`src/rtl/exception_ctrl.sv`:
```
// exception_ctrl: commit-point exception arbiter feeding CP0 at the MEM/WB boundary.
// Merges synchronous exception flags with the registered interrupt request and picks
// one event per commit. It drives the CP0 event code, bad address and redirect PC,
// then holds flush_o high for FLUSH_CYCLES cycles in total.
module exception_ctrl #(
    parameter int unsigned FLUSH_CYCLES = 2,
    parameter logic [31:0] RESET_PC     = 32'hBFC0_0000
) (
    input  logic        clk,
    input  logic        rst,
    input  logic        inst_valid_i,
    input  logic        stall_i,
    input  logic [13:0] exc_flags_i,
    input  logic [31:0] pc_i,
    input  logic        is_in_delayslot_i,
    input  logic [31:0] mem_addr_i,
    input  logic [31:0] status_i,
    input  logic [31:0] cause_i,
    input  logic [31:0] epc_i,
    input  logic [31:0] ebase_i,
    input  logic        cp0_we_i,
    input  logic [4:0]  cp0_waddr_i,
    input  logic [31:0] cp0_wdata_i,
    output logic [31:0] excepttype_o,
    output logic [31:0] current_inst_addr_o,
    output logic        is_in_delayslot_o,
    output logic [31:0] bad_addr_o,
    output logic        flush_o,
    output logic [31:0] new_pc_o
);

    // Event codes presented to CP0; 0 means no event.
    localparam logic [31:0] EXC_INT       = 32'h0000_0001;
    localparam logic [31:0] EXC_TLBINV_I  = 32'h0000_0002;
    localparam logic [31:0] EXC_TLBINV_D  = 32'h0000_0003;
    localparam logic [31:0] EXC_ADEL_I    = 32'h0000_0004;
    localparam logic [31:0] EXC_ADES      = 32'h0000_0005;
    localparam logic [31:0] EXC_SYSCALL   = 32'h0000_0008;
    localparam logic [31:0] EXC_BREAK     = 32'h0000_0009;
    localparam logic [31:0] EXC_RI        = 32'h0000_000A;
    localparam logic [31:0] EXC_OV        = 32'h0000_000C;
    localparam logic [31:0] EXC_TRAP      = 32'h0000_000D;
    localparam logic [31:0] EXC_ERET      = 32'h0000_000E;
    localparam logic [31:0] EXC_MOD       = 32'h0000_0011;
    localparam logic [31:0] EXC_REFILL_I  = 32'h0000_0012;
    localparam logic [31:0] EXC_REFILL_D  = 32'h0000_0013;
    localparam logic [31:0] EXC_ADEL_D    = 32'h0000_0014;

    // CP0 register numbers that are forwarded from an in-flight MTC0.
    localparam logic [4:0] CP0_STATUS = 5'd12;
    localparam logic [4:0] CP0_CAUSE  = 5'd13;
    localparam logic [4:0] CP0_EPC    = 5'd14;

    // Status / Cause bit positions.
    localparam int unsigned ST_IE  = 0;
    localparam int unsigned ST_EXL = 1;
    localparam int unsigned ST_ERL = 2;
    localparam int unsigned ST_BEV = 22;
    localparam int unsigned CA_IV  = 23;

    localparam logic [31:0] BEV_BASE   = 32'hBFC0_0200;
    localparam logic [31:0] OFS_GEN    = 32'h0000_0180;
    localparam logic [31:0] OFS_INT_IV = 32'h0000_0200;
    localparam logic [3:0]  FLUSH_LAST = 4'(FLUSH_CYCLES - 1);

    typedef enum logic {
        S_IDLE,
        S_FLUSH
    } state_t;

    state_t      state_q, state_d;
    logic [3:0]  cnt_q, cnt_d;
    logic [31:0] new_pc_q, new_pc_d;
    logic        int_pend_q, int_pend_d;

    logic [31:0] status_fwd;
    logic [31:0] cause_fwd;
    logic [31:0] epc_fwd;

    logic [13:0] flags_v;
    logic        evt_valid;
    logic [31:0] evt_code;
    logic [31:0] evt_bad;
    logic [31:0] evt_pc;
    logic        evt_is_int;
    logic        evt_is_eret;
    logic        evt_is_refill;
    logic [31:0] vec_base;

    // Bits of CP0 words and parameters that the arbiter does not look at.
    logic        unused_bits;
    assign unused_bits = ^{RESET_PC, status_fwd, cause_fwd};

    // Passthroughs to CP0 for EPC / BadVAddr selection.
    assign current_inst_addr_o = pc_i;
    assign is_in_delayslot_o   = is_in_delayslot_i;

    // Forward an in-flight MTC0 so same-cycle writes take effect immediately.
    always_comb begin
        status_fwd = status_i;
        cause_fwd  = cause_i;
        epc_fwd    = epc_i;
        if (cp0_we_i) begin
            if (cp0_waddr_i == CP0_STATUS) status_fwd = cp0_wdata_i;
            if (cp0_waddr_i == CP0_CAUSE)  cause_fwd  = cp0_wdata_i;
            if (cp0_waddr_i == CP0_EPC)    epc_fwd    = cp0_wdata_i;
        end
    end

    // Masked interrupt condition, sampled into int_pend_q each cycle.
    always_comb begin
        int_pend_d = (|(cause_fwd[15:8] & status_fwd[15:8])) &
                     status_fwd[ST_IE] & ~status_fwd[ST_EXL] & ~status_fwd[ST_ERL];
    end

    // Qualify flags: bubbles raise nothing, and any instruction-side fault
    // (flags 0..7) masks the data-side faults (flags 8..12).
    always_comb begin
        flags_v = inst_valid_i ? exc_flags_i : '0;
        if (|flags_v[7:0]) begin
            flags_v[12:8] = '0;
        end
    end

    // Fixed-priority selection of the single event for this commit.
    always_comb begin
        evt_valid     = 1'b1;
        evt_code      = '0;
        evt_bad       = '0;
        evt_is_int    = 1'b0;
        evt_is_eret   = 1'b0;
        evt_is_refill = 1'b0;
        if (int_pend_q && inst_valid_i) begin
            evt_code   = EXC_INT;
            evt_is_int = 1'b1;
        end else if (flags_v[0]) begin
            evt_code = EXC_ADEL_I;
            evt_bad  = pc_i;
        end else if (flags_v[1]) begin
            evt_code      = EXC_REFILL_I;
            evt_is_refill = 1'b1;
        end else if (flags_v[2]) begin
            evt_code = EXC_TLBINV_I;
        end else if (flags_v[3]) begin
            evt_code = EXC_RI;
        end else if (flags_v[4]) begin
            evt_code = EXC_OV;
        end else if (flags_v[5]) begin
            evt_code = EXC_TRAP;
        end else if (flags_v[6]) begin
            evt_code = EXC_SYSCALL;
        end else if (flags_v[7]) begin
            evt_code = EXC_BREAK;
        end else if (flags_v[8]) begin
            evt_code = EXC_ADEL_D;
            evt_bad  = mem_addr_i;
        end else if (flags_v[9]) begin
            evt_code = EXC_ADES;
            evt_bad  = mem_addr_i;
        end else if (flags_v[10]) begin
            evt_code      = EXC_REFILL_D;
            evt_is_refill = 1'b1;
        end else if (flags_v[11]) begin
            evt_code = EXC_TLBINV_D;
        end else if (flags_v[12]) begin
            evt_code = EXC_MOD;
        end else if (flags_v[13]) begin
            evt_code    = EXC_ERET;
            evt_is_eret = 1'b1;
        end else begin
            evt_valid = 1'b0;
        end
    end

    // Redirect target: EPC for ERET, otherwise the vector base plus an offset.
    always_comb begin
        vec_base = status_fwd[ST_BEV] ? BEV_BASE : ebase_i;
        if (evt_is_eret) begin
            evt_pc = epc_fwd;
        end else if (evt_is_refill && !status_fwd[ST_EXL]) begin
            evt_pc = vec_base;
        end else if (evt_is_int && cause_fwd[CA_IV]) begin
            evt_pc = vec_base + OFS_INT_IV;
        end else begin
            evt_pc = vec_base + OFS_GEN;
        end
    end

    // Flush FSM next state and outputs. Acceptance is gated by rst so that
    // asserting reset clears every output in the same cycle.
    always_comb begin
        state_d      = state_q;
        cnt_d        = cnt_q;
        new_pc_d     = new_pc_q;
        excepttype_o = '0;
        bad_addr_o   = '0;
        flush_o      = 1'b0;
        new_pc_o     = '0;
        unique case (state_q)
            S_IDLE: begin
                if (!rst && evt_valid && !stall_i) begin
                    excepttype_o = evt_code;
                    bad_addr_o   = evt_bad;
                    flush_o      = 1'b1;
                    new_pc_o     = evt_pc;
                    new_pc_d     = evt_pc;
                    if (FLUSH_CYCLES > 1) begin
                        state_d = S_FLUSH;
                        cnt_d   = 4'd1;
                    end
                end
            end
            S_FLUSH: begin
                flush_o  = 1'b1;
                new_pc_o = new_pc_q;
                if (cnt_q >= FLUSH_LAST) begin
                    state_d = S_IDLE;
                    cnt_d   = '0;
                end else begin
                    cnt_d = cnt_q + 4'd1;
                end
            end
            default: begin
                state_d = S_IDLE;
                cnt_d   = '0;
            end
        endcase
    end

    // State, flush counter, latched redirect PC and interrupt sample.
    always_ff @(posedge clk or posedge rst) begin
        if (rst) begin
            state_q    <= S_IDLE;
            cnt_q      <= '0;
            new_pc_q   <= '0;
            int_pend_q <= 1'b0;
        end else begin
            state_q    <= state_d;
            cnt_q      <= cnt_d;
            new_pc_q   <= new_pc_d;
            int_pend_q <= int_pend_d;
        end
    end

endmodule
```
`config.mk`:
```
export PLATFORM = sky130hd
export DESIGN_NAME = exception_ctrl
export DESIGN_NICKNAME = d
export VERILOG_FILES = /design/src/rtl/exception_ctrl.sv
export SDC_FILE = /design/constraint.sdc
export NUM_CORES = 1
export LEC_CHECK = 0
export CAP_MARGIN = 40
export CORE_AREA = 2 2 147 149
export CTS_CLUSTER_SIZE = 28
export DETAILED_ROUTE_END_ITERATION = 7
export DIE_AREA = 0 0 149 151
export PLACE_DENSITY = 0.7
export RECOVER_POWER = 25
export SYNTH_ARGS = -nofsm -noshare
export SYNTH_HDL_FRONTEND = slang
export SYNTH_SLANG_ARGS = --single-unit
```
`constraint.sdc`:
```
create_clock -name clk -period 3.8 [get_ports clk]
set_input_delay 0.38 -clock clk [delete_from_list [all_inputs] [get_ports clk]]
set_output_delay 0.38 -clock clk [all_outputs]
set_load 0.03 [all_outputs]
```
==> impl_results.rst <==
.. list-table::
   :header-rows: 1

   * - Metric
     - Value
   * - Number of global-route vias before repair
     - 5319
   * - Reg-to-Reg End
     - new_pc_q[23]
   * - CTS HTree Levels
     - 2
   * - Total gr overflow
     - 0
   * - Actual transition at the worst max-transition pin
     - 2.23 ns
   * - Post-CTS clock slew at the launch and capture registers of the worst setup and hold paths
     - 0.05 ns
   * - Endpoint arrival time on the critical path
     - 3.29 ns
   * - Share of cells above drive strength 1
     - 0.178
   * - Total via count after detailed routing
     - 5817
   * - Failing checks
     - capacitance limit, slew limit
   * - Post-route non-filler standard cell count
     - 1208
   * - Maximum number of pins on one net before global-route repair
     - 39
   * - Class of the tightest hold or removal check
     - reg2reg
   * - Number of cell instances on the worst register-to-register path
     - 9
   * - Largest buffer count on any clock path
     - 2
   * - Cells after DPL
     - 1200
   * - Power density over the cells
     - 238 nW/µm²
   * - 1st-pass router iterations
     - 5
   * - EDFF count, synth
     - 0
   * - Internal power
     - 1240 µW
   * - Cell at the root of the clock tree
     - clkbuf_16
   * - Reg-to-reg setup timing slack
     - 1.09 ns
   * - Area enclosed by the die boundary
     - 22500 µm²
   * - Pins over their slew limit
     - 39
   * - Wire length of the first global-routing pass
     - 30400 µm
   * - Startpoint types
     - input port
   * - Clock network latency to the later pin of the worst-skew pair
     - 0.28 ns
   * - Worst-case clock skew
     - 0.00514 ns
   * - Hold Crit Start
     - new_pc_q[6]
   * - Die boundary width
     - 149 µm
   * - Commonest register cell after synthesis
     - dfrtp_1
   * - Overall fraction of global-route tracks in use
     - 0.174
   * - Seq pwr share
     - 0.282
   * - Starting utilization of the core area
     - 0.223
   * - Post-CTS Hold Buffers
     - 0
   * - Max Cap Viol
     - 1
   * - Switching power share of the total
     - 0.368
   * - Kind of capture point of the worst setup path
     - output port
   * - Clock tree from TritonCTS
     - yes
   * - Count of routing violations after the opening detailed-route iteration
     - 405
   * - Worst-case hold slack
     - 0.471 ns
   * - Initial antenna violation count
     - 1
   * - Min Clock Period, post-route
     - 3.67 ns
   * - Remaining routing DRC violations
     - 0
   * - NetSw
     - 722 µW
   * - Proportion of power drawn by combinational gates
     - 0.510
   * - Worst endpoint required time
     - 3.42 ns
   * - Final count of negative-setup-slack endpoints
     - 0
   * - Sink Count
     - 38
   * - Cell Area, Synth
     - 4650 µm²
   * - Run status
     - finished with violations
   * - Die Y
     - 151 µm
   * - Cell count after synthesis
     - 640
   * - Mean instance size in the synthesized netlist
     - 7.27 µm²
   * - Pre-CTS worst setup slack
     - -0.144 ns
   * - Area inside the core boundary
     - 20800 µm²
   * - Share of flip-flops with an asynchronous set or reset
     - 1.00
   * - Count of different cell masters after synthesis
     - 71
   * - Max IR drop VDD
     - 0.130 mV
   * - Crit Reg-Reg Startpoint
     - int_pend_q
   * - Number of stages on the worst hold path
     - 2
   * - IO buf count
     - 306
   * - Remaining max-slew budget at the tightest pin
     - -0.485
   * - Fmax achieved
     - 272 MHz
   * - Lkg Pwr
     - 0.00346 µW
   * - Critical path fanouts, max
     - 10
   * - Number of failing hold endpoints at the final stage
     - 0
   * - Seq cells post-synth
     - 38
   * - Clk pwr share
     - 0.208
   * - Share of the cycle needed by the critical path after routing
     - 0.966
   * - I/O pin cnt
     - 379
   * - Final RePlAce weighted congestion
     - 0.901
   * - Area growth, synth to finish
     - 76.9%
   * - Setup ws final
     - 0.129 ns
   * - Destination of the worst hold path
     - new_pc_q[6]
   * - Vias per inst
     - 4.82
   * - Net total in the final layout
     - 1187
   * - CP startpoint
     - cp0_waddr_i[4]
   * - Detail Placement HPWL
     - 17900 µm
   * - RSZ-0062 raised after global routing
     - no
   * - Sequential share of the synthesized area
     - 0.204
   * - Final WL
     - 21400 µm
   * - Number of nets still failing antenna checks after routing
     - 0
   * - Wirelength per Cell
     - 17.7 µm
   * - Critical path class
     - in2out
   * - Yosys warning count
     - 0
   * - Final core area utilization
     - 0.395
   * - Number of cell rows
     - 53
   * - Number of buffers created by CTS
     - 5
==> sequential cells by signal, indices dropped and copies added, names as in the netlist <==
name,count
cnt_q,4
int_pend_q,1
new_pc_q,32
state_q,1
==> routing by layer <==
| metal | track usage | wire (µm) | part of all wire |
|---|---|---|---|
| met1 | 0.249 | 9450 | 0.44 |
| met4 | 0.0310 | 251 | 0.012 |
| met5 | 0 | 0 | 0 |
| met2 | 0.276 | 9980 | 0.47 |
| met3 | 0.0307 | 1670 | 0.078 |
==> per-stage QoR <==
step / instance area [µm²] / total power, µW / TNS (ns)
6_report: 8230 / 1960 / 0
5_1_grt: 8230 / 2080 / 0
4_1_cts: 8200 / 1980 / 0
3_5_place_dp: 8040 / 1560 / -0.252
3_3_place_gp: 8040 / 1540 / -0.176
2_1_floorplan: 4750 / 1060 / 0
==> worst max path at each step <==
stage,slack [ns],endpoint,cells after the start
after detailed placement,-0.14,new_pc_o[21],14
after floorplan,0.22,new_pc_o[31],12
after global placement,-0.10,new_pc_o[21],14
final,0.13,new_pc_o[28],10
after CTS,0.11,new_pc_o[29],13
after global routing,0.03,new_pc_o[21],14
==> power groups by stage <==
stage                     Sequential [µW]  Clock [µW]  Combinational (µW)
final                                 553         408                1000
after global routing                  567         434                1080
after floorplan                       544           0                 512
after global placement                553           0                 988
after detailed placement              558           0                1000
after CTS                             552         419                1010
==> synth_stat cells (4+ instances only) <==
master,number,share of area
o221ai_1,4,0.0075
dfrtp_1,38,0.20
mux2i_1,30,0.065
a21o_1,7,0.011
a31oi_1,4,0.0054
nor3_1,16,0.017
o32ai_1,4,0.0075
mux2_2,8,0.019
a22oi_1,38,0.061
a21oi_1,24,0.026
or3_1,5,0.0067
o2bb2ai_1,7,0.013
nand3_1,23,0.025
nand4_1,4,0.0054
inv_1,13,0.010
o211ai_1,8,0.013
clkbuf_1,27,0.022
nand2_1,125,0.10
a211o_1,6,0.011
o22ai_1,4,0.0054
xor2_1,4,0.0075
ha_1,5,0.013
buf_4,62,0.10
and2_1,5,0.0067
nor2_1,68,0.055
and3_1,9,0.012
o21ai_0,17,0.018
==> cells in the final DEF, fill, tap and decap left out, types with 23 or more instances in the layout <==
master,Yosys,final
buf_4,62,93
nand3_1,23,23
buf_12,0,23
nand2_1,125,125
clkdlybuf4s50_1,0,231
dfrtp_1,38,38
a22oi_1,38,38
conb_1,1,27
nor2_1,68,66
a21oi_1,24,24
mux2i_1,30,29
==> area by class of cell <==
type | count | area [µm²]
multi-input combinational | 520 | 3200
fill | 2135 | 12600
inverter | 13 | 48.8
clock buffer | 6 | 139
antenna | 1 | 2.50
tap | 275 | 344
timing repair buffer | 355 | 3540
sequential | 38 | 951
==> critical path: stages <==
cell and delay, ns:
clkdlybuf4s50_1 0.54, or3b_1 0.43, or3_1 0.34, a21o_2 0.28, a2111oi_4 0.36, buf_4 0.25, a31oi_1 0.10, o31ai_1 0.30
nand2_1 0.12, buf_4 0.19
==> repair_timing <==
| action | CTS | global route |
|---|---|---|
| gates resized for setup | 6 | 6 |
| endpoints found under the setup margin | 5 | 7 |
| pin swaps | 1 | 0 |
| setup buffers | 1 | 0 |
| cloned | 0 | 0 |
==> cell families after synthesis <==
family	Yosys count	share of synthesized area
xor gates and xnor gates	7	0.0132
buffers and inverters	108	0.141
and+or+nand+nor	278	0.273
adders and majority gates	5	0.0134
DFF	38	0.204
muxes	38	0.0839
other	1	0.000806
AOI/OAI and AO/OA	165	0.271
Note: power is estimated with default switching activity, not from simulation.
